File: src/rtl/fetch_unit_if.sv
// Fetch-side bus: async instruction ROM port plus the IF->ID valid/ready output register.
// master = fetch_unit (drives rom_addr, if_*), slave = ROM/decode side (drives rom_inst, id_ready).
interface fetch_unit_if #(
  parameter int ROM_AW = 5
);
  logic [ROM_AW-1:0] rom_addr;
  logic [31:0]       rom_inst;
  logic              if_valid;
  logic [31:0]       if_inst;
  logic [31:0]       if_pc;
  logic              id_ready;

  modport master (
    output rom_addr,
    input  rom_inst,
    output if_valid,
    output if_inst,
    output if_pc,
    input  id_ready
  );

  modport slave (
    input  rom_addr,
    output rom_inst,
    input  if_valid,
    input  if_inst,
    input  if_pc,
    output id_ready
  );
endinterface

File: src/rtl/fetch_unit.sv
// Instruction-fetch stage: PC, async ROM addressing, IF->ID register with valid/ready, redirects.
// Ports: clk, resetn (sync, active-low), fetch_en, redirect_valid/redirect_target, bus (master),
// pc, fetch_err; perf_fetch_cnt/perf_stall_cnt/perf_flush_cnt only when FETCH_PERF_EN is defined.
module fetch_unit #(
  parameter logic [31:0] RESET_PC = 32'h0000_0000,
  parameter int          ROM_AW   = 5
) (
  input  logic              clk,
  input  logic              resetn,
  input  logic              fetch_en,
  input  logic              redirect_valid,
  input  logic [31:0]       redirect_target,
  fetch_unit_if.master      bus,
`ifdef FETCH_PERF_EN
  output logic [31:0]       perf_fetch_cnt,
  output logic [31:0]       perf_stall_cnt,
  output logic [31:0]       perf_flush_cnt,
`endif
  output logic [31:0]       pc,
  output logic              fetch_err
);

  typedef enum logic [1:0] {
    IDLE  = 2'd0,
    FETCH = 2'd1,
    HALT  = 2'd2
  } state_t;

  state_t      state;
  logic        if_valid;
  logic [31:0] if_inst;
  logic [31:0] if_pc;

  logic        in_window;
  logic [31:0] fetched;
  logic [31:0] pc_next;
  logic        slot_free;
  logic        transfer;
  logic        redir;
  logic        misalign;
  logic        load;

  assign bus.rom_addr = pc[ROM_AW+1:2];
  assign bus.if_valid = if_valid;
  assign bus.if_inst  = if_inst;
  assign bus.if_pc    = if_pc;

  // Anything above the ROM window reads as a NOP rather than aliasing.
  assign in_window = (pc[31:ROM_AW+2] == '0);
  assign fetched   = in_window ? bus.rom_inst : 32'h0000_0000;
  assign pc_next   = pc + 32'd4;

  assign slot_free = !if_valid || bus.id_ready;
  assign transfer  = if_valid && bus.id_ready;

  // HALT swallows redirects entirely.
  assign redir    = redirect_valid && (state != HALT);
  assign misalign = redir && (redirect_target[1:0] != 2'b00);
  assign load     = (state == FETCH) && fetch_en && slot_free
                    && !redirect_valid;

  always_ff @(posedge clk) begin
    if (!resetn) begin
      state     <= IDLE;
      pc        <= RESET_PC;
      if_valid  <= 1'b0;
      if_inst   <= 32'h0;
      if_pc     <= 32'h0;
      fetch_err <= 1'b0;
    end else begin
      unique case (state)
        IDLE: begin
          if (misalign)      state <= HALT;
          else if (fetch_en) state <= FETCH;
        end
        FETCH: begin
          if (misalign)       state <= HALT;
          else if (!fetch_en) state <= IDLE;
        end
        HALT:    state <= HALT;
        default: state <= IDLE;
      endcase

      // Redirect outranks load; a flush wins even over a same-cycle transfer.
      if (misalign) begin
        if_valid  <= 1'b0;
        fetch_err <= 1'b1;
      end else if (redir) begin
        pc       <= redirect_target;
        if_valid <= 1'b0;
      end else if (load) begin
        if_inst  <= fetched;
        if_pc    <= pc;
        if_valid <= 1'b1;
        pc       <= pc_next;
      end else if (transfer) begin
        if_valid <= 1'b0;
      end
    end
  end

`ifdef FETCH_PERF_EN
  logic stall;
  logic flush;

  assign stall = if_valid && !bus.id_ready;
  assign flush = redir && !misalign && if_valid;

  always_ff @(posedge clk) begin
    if (!resetn) begin
      perf_fetch_cnt <= 32'h0;
      perf_stall_cnt <= 32'h0;
      perf_flush_cnt <= 32'h0;
    end else begin
      if (load)  perf_fetch_cnt <= perf_fetch_cnt + 32'd1;
      if (stall) perf_stall_cnt <= perf_stall_cnt + 32'd1;
      if (flush) perf_flush_cnt <= perf_flush_cnt + 32'd1;
    end
  end
`endif

endmodule

File: src/flat_wrapper.sv
// flat-port wrapper written by rule: the top's interface ports become plain ports
module fetch_unit_flat 
#(
  parameter logic [31:0] RESET_PC = 32'h0000_0000,
  parameter int          ROM_AW   = 5
)
  (clk, resetn, fetch_en, redirect_valid, redirect_target, pc, fetch_err, bus_rom_addr, bus_rom_inst, bus_if_valid, bus_if_inst, bus_if_pc, bus_id_ready);
  fetch_unit_if #(.ROM_AW(ROM_AW)) bus_i ();
  input  logic clk;
  input  logic resetn;
  input  logic fetch_en;
  input  logic redirect_valid;
  input  logic [31:0] redirect_target;
  output logic [31:0] pc;
  output logic fetch_err;
  output wire logic [$bits(bus_i.rom_addr)-1:0] bus_rom_addr;
  input wire logic [$bits(bus_i.rom_inst)-1:0] bus_rom_inst;
  output wire logic [$bits(bus_i.if_valid)-1:0] bus_if_valid;
  output wire logic [$bits(bus_i.if_inst)-1:0] bus_if_inst;
  output wire logic [$bits(bus_i.if_pc)-1:0] bus_if_pc;
  input wire logic [$bits(bus_i.id_ready)-1:0] bus_id_ready;
  assign bus_rom_addr = bus_i.rom_addr;
  assign bus_i.rom_inst = bus_rom_inst;
  assign bus_if_valid = bus_i.if_valid;
  assign bus_if_inst = bus_i.if_inst;
  assign bus_if_pc = bus_i.if_pc;
  assign bus_i.id_ready = bus_id_ready;
  fetch_unit #(.RESET_PC(RESET_PC), .ROM_AW(ROM_AW)) u_core (.clk(clk), .resetn(resetn), .fetch_en(fetch_en), .redirect_valid(redirect_valid), .redirect_target(redirect_target), .bus(bus_i), .pc(pc), .fetch_err(fetch_err));
endmodule
File: config.mk
export PLATFORM = sky130hd
export DESIGN_NAME = fetch_unit_flat
export DESIGN_NICKNAME = d
export VERILOG_FILES = /design/src/rtl/fetch_unit_if.sv /design/src/rtl/fetch_unit.sv /design/src/flat_wrapper.sv
export SDC_FILE = /design/constraint.sdc
export NUM_CORES = 1
export LEC_CHECK = 0
export ABC_AREA = 1
export BUFFER_PORTS_ARGS = -buffer_cell sky130_fd_sc_hd__clkbuf_2
export CAP_MARGIN = 20
export CORE_ASPECT_RATIO = 0.9
export CORE_MARGIN = 3
export CORE_UTILIZATION = 50
export DETAILED_ROUTE_END_ITERATION = 16
export GPL_ROUTABILITY_DRIVEN = 0
export PLACE_DENSITY = 0.8
export REMOVE_ABC_BUFFERS = 1
export SYNTH_ARGS = -nofsm -noshare
export SYNTH_HDL_FRONTEND = slang
export SYNTH_SLANG_ARGS = --single-unit
File: constraint.sdc
create_clock -name clk -period 2.8 [get_ports clk]
set_input_delay 0.14 -clock clk [delete_from_list [all_inputs] [get_ports clk]]
set_output_delay 0.14 -clock clk [all_outputs]
set_load 0.01 [all_outputs]
==> summary.md <==
| Metric | Value |
|---|---|
| Antenna Cells | `0` |
| Area of the core | `about 0.0093 sq mm` |
| Final Setup Violations | `0` |
| Worst path bufs/invs | `1` |
| Syn Std Cell Area | `0.00488 sq mm` |
| I/O pins | `172` |
| Worst IR drop on VDD | `0.000247 V` |
| Most numerous cell in the Yosys netlist | `nand2_1` |
| CP Launch Type | `register` |
| Cell taking the most area after synthesis | `dfxtp_1` |
| Seq/Total Area, Yosys | `between 40% and 50%` |
| Initial antenna violation count | `0` |
| Asr flop ratio synth | `0%` |
| LEAKAGE | `~0.0026 uW` |
| Mux cell area share after synthesis | `0%` |
| Gr busiest metal | `met2` |
| Min Hold Slack | `about 0.015 ns` |
| Iter 0 DRT Violations | `roughly 400` |
| Cts bufs inserted | `9` |
| Final Hold Viols | `0` |
| Most instantiated cells after synthesis | `nand2_1 (157), dfxtp_1 (100), a21oi_1 (90)` |
| TNS Setup | `0 ns` |
| CTS Buffer Depth | `2` |
| EDFF count, synth | `0` |
| DP Area | `approximately 0.0057 sq mm` |
| Compound-Gate Fraction of Synth Area | `around a fifth` |
| Peak Freq | `426 MHz` |
| Max-Slew Margin vs Limit | `a little over three fifths` |
| Syn Area/Cell | `6.95 sq um` |
| Synth Instances | `703` |
| Max-slew violations | `0` |
| Clk root buf | `clkbuf_8` |
| Htree depth | `3` |
| Max stage delay on crit path | `~0.60 ns` |
| Die Span X | `110 um` |
| Final worst-path cycle share | `83.9%` |
| Largest net degree at the start of global routing | `60` |
| Starting density of the core | `roughly 53%` |
| Max cap viols | `0` |
| Synth warn | `0` |
| Routed wire per std cell | `approximately 15 um` |
| Drt drc | `0` |
| Area growth, synth to finish | `22.9%` |
| TritonCTS clock tree | `done` |
| Row Count | `33` |
| ANT nets after route | `0` |
| Worst-Margin Slew | `~0.55 ns` |
| Reg clk slew, reported paths | `0.11 ns` |
| Worst Hold End | `u_core.bus.if_inst[23]` |
| RSZ-0062 raised after global routing | `false` |
| RR Startpoint | `u_core.state[1]` |
| Synth Area in Simple Gates | `30.4%` |
| Clock Skews | `around 0.018 ns` |
| Hold Startpoint | `bus_rom_inst[23]` |
| Met3 Use GR | `4.22%` |
| CTS sink count | `100` |
| Cell family with most CP delay | `simple AND/OR/NAND/NOR gates` |
| CP max stage cell | `nand2_1` |
| Synth Area in XOR/XNOR | `0%` |
| Setup Crit Path Kind | `reg -> reg` |
| FF-to-FF setup slack | `roughly 0.45 ns` |
| Congestion Overflow GR | `0` |
| Grt met2 use | `between 40% and 50%` |
| Via count | `about 5,400` |
| Post-Synth Adder-Cell Area | `less than 1%` |
| PwrDens | `between 400 and 500 mW/mm^2` |
| Hold path cells | `3` |
| Via/cell ratio | `around 5.5` |
| Worst-case reg-to-reg path depth | `7` |
| Crit Reg-Reg Endpoint | `u_core.pc[21]` |
| CP Capture Type | `register` |
| Largest family of logic cells by synthesized area | `simple AND/OR/NAND/NOR gates` |
| Finished Cell Area | `approximately 0.0060 sq mm` |
| Hold crit path type | `in -> reg` |
| Layout Nets | `roughly 920` |
| Latest clock arrival within the worst-skew pair | `0.37 ns` |
| Post-cts resize count | `0` |
| Die area | `approximately 0.011 sq mm` |
| Post-DP HPWL | `between 10 and 15 mm` |
| Finished Core Util | `~65%` |
| Post-Route WL | `~14 mm` |
| Die extent in y | `around 100 um` |
| Vias in the first global route | `5,054` |
| Fin crit period | `approximately 2.3 ns` |
| Yosys top cell area share | `41.0%` |
| First-pass GRT wire length | `about 23 mm` |
| Crit Path Max Fanout | `30` |
| Total GRT Usage | `between 20% and 30%` |
| Drt pass-1 iters | `5` |
| WP data arrival | `2.65 ns` |
| Post-synthesis cell type count | `31` |
| Share of cells above drive strength 1 | `27.6%` |
| CP Cell Sequence | `nor2_1 -> nand3_1 -> nand2_1 -> inv_2 -> nor2_1 -> nand2_1 -> a21oi_1` |
| Seq cells post-synth | `100` |
| CP required | `3.10 ns` |
| Top_reg_cell synth | `dfxtp_1` |
| Top cells by area, synth | `dfxtp_1 (41%), nand2_1 (12%), a21oi_1 (9.2%)` |
| Met1 usage | `between 30% and 40%` |
| PortBufs | `between 150 and 200` |
| Status | `completed` |
timing repair:
action	4_1_cts	5_1_grt
hold buffers	7	0
hold endpoints to repair	7	0
setup buffers	0	0
per-stage QoR:
step / cells / total power, uW / setup WS [ns]
after global routing: 980 / 3020 / 0.181
after CTS: 980 / 2900 / 0.473
after floorplan: 655 / 1800 / 0.0521
after global placement: 957 / 1990 / 0.618
final: 980 / 2890 / 0.452
after detailed placement: 957 / 2010 / 0.493
area by class of cell:
| cell class | count | area, sq um |
|---|---|---|
| clock buffer | 10 | 138 |
| clock inverter | 6 | 53.8 |
| fill | 881 | 3290 |
| inverter | 41 | 154 |
| multi-input combinational | 514 | 2480 |
| sequential | 100 | 2000 |
| tap | 122 | 153 |
| timing repair buffer | 187 | 1020 |
kinds of logic after synthesis:
| family | after synthesis |
|---|---|
| and+or+nand+nor | 326 |
| AOI/OAI and AO/OA | 187 |
| DFF | 100 |
| buffers and inverters | 89 |
| adders and majority gates | 1 |
placed cells by master, fill, tap and decap left out, types with 2 or more instances in the layout:
cell type	netlist	final
clkbuf_2	0	171
nand2_1	157	157
dfxtp_1	100	100
a21oi_1	90	90
o21ai_0	81	81
nand3_1	70	70
nor2_1	57	57
inv_1	38	38
nand2_2	11	11
clkbuf_8	0	10
nor2_2	9	9
nor2_4	7	7
dlygate4sd3_1	0	7
buf_4	6	7
nand4_1	6	6
a21oi_2	5	5
inv_2	3	3
o21a_1	3	3
nor3_4	1	2
nand2_4	2	2
nor3_1	2	2
o31ai_1	2	2
o211ai_1	2	2
a31oi_1	2	2
clkinv_4	0	2
inv_6	0	2
buf_12	0	2
power by group:
part | switching [uW] | internal (uW)
Combinational | 305 | 179
Sequential | 40.9 | 1460
Clock | 535 | 364
how the worst max path moves through the flow:
stage	from	end	slack (ns)	cells after the start
after floorplan	u_core.state[0]	u_core.pc[10]	0.05	9
after detailed placement	u_core.state[1]	u_core.pc[21]	0.49	7
final	u_core.state[1]	u_core.pc[21]	0.45	7
after CTS	u_core.state[1]	u_core.pc[21]	0.47	7
after global placement	u_core.state[1]	u_core.pc[9]	0.62	6
after global routing	u_core.state[1]	u_core.pc[20]	0.18	7
sequential cells by signal, indices dropped and copies added, names as in the netlist:
signal,count
u_core.state,2
u_core.bus.if_inst,32
u_core.bus.if_pc,32
u_core.bus.if_valid,1
u_core.pc,32
u_core.fetch_err,1
per-layer routing:
metal / vias to the layer above / share of wire, % / wire length, um
met3: 44 / 6.9 / 997
met5: - / 0 / 0
met2: 244 / 48 / 6910
met1: 2452 / 42 / 6040
li1: 2613 / - / -
met4: 0 / 3.1 / 449
worst min-delay path: stages:
cell and delay (ns):
clkbuf_2 0.08, nand3_1 0.07, a21oi_1 0.06
Note: power is estimated with default switching activity, not from simulation.
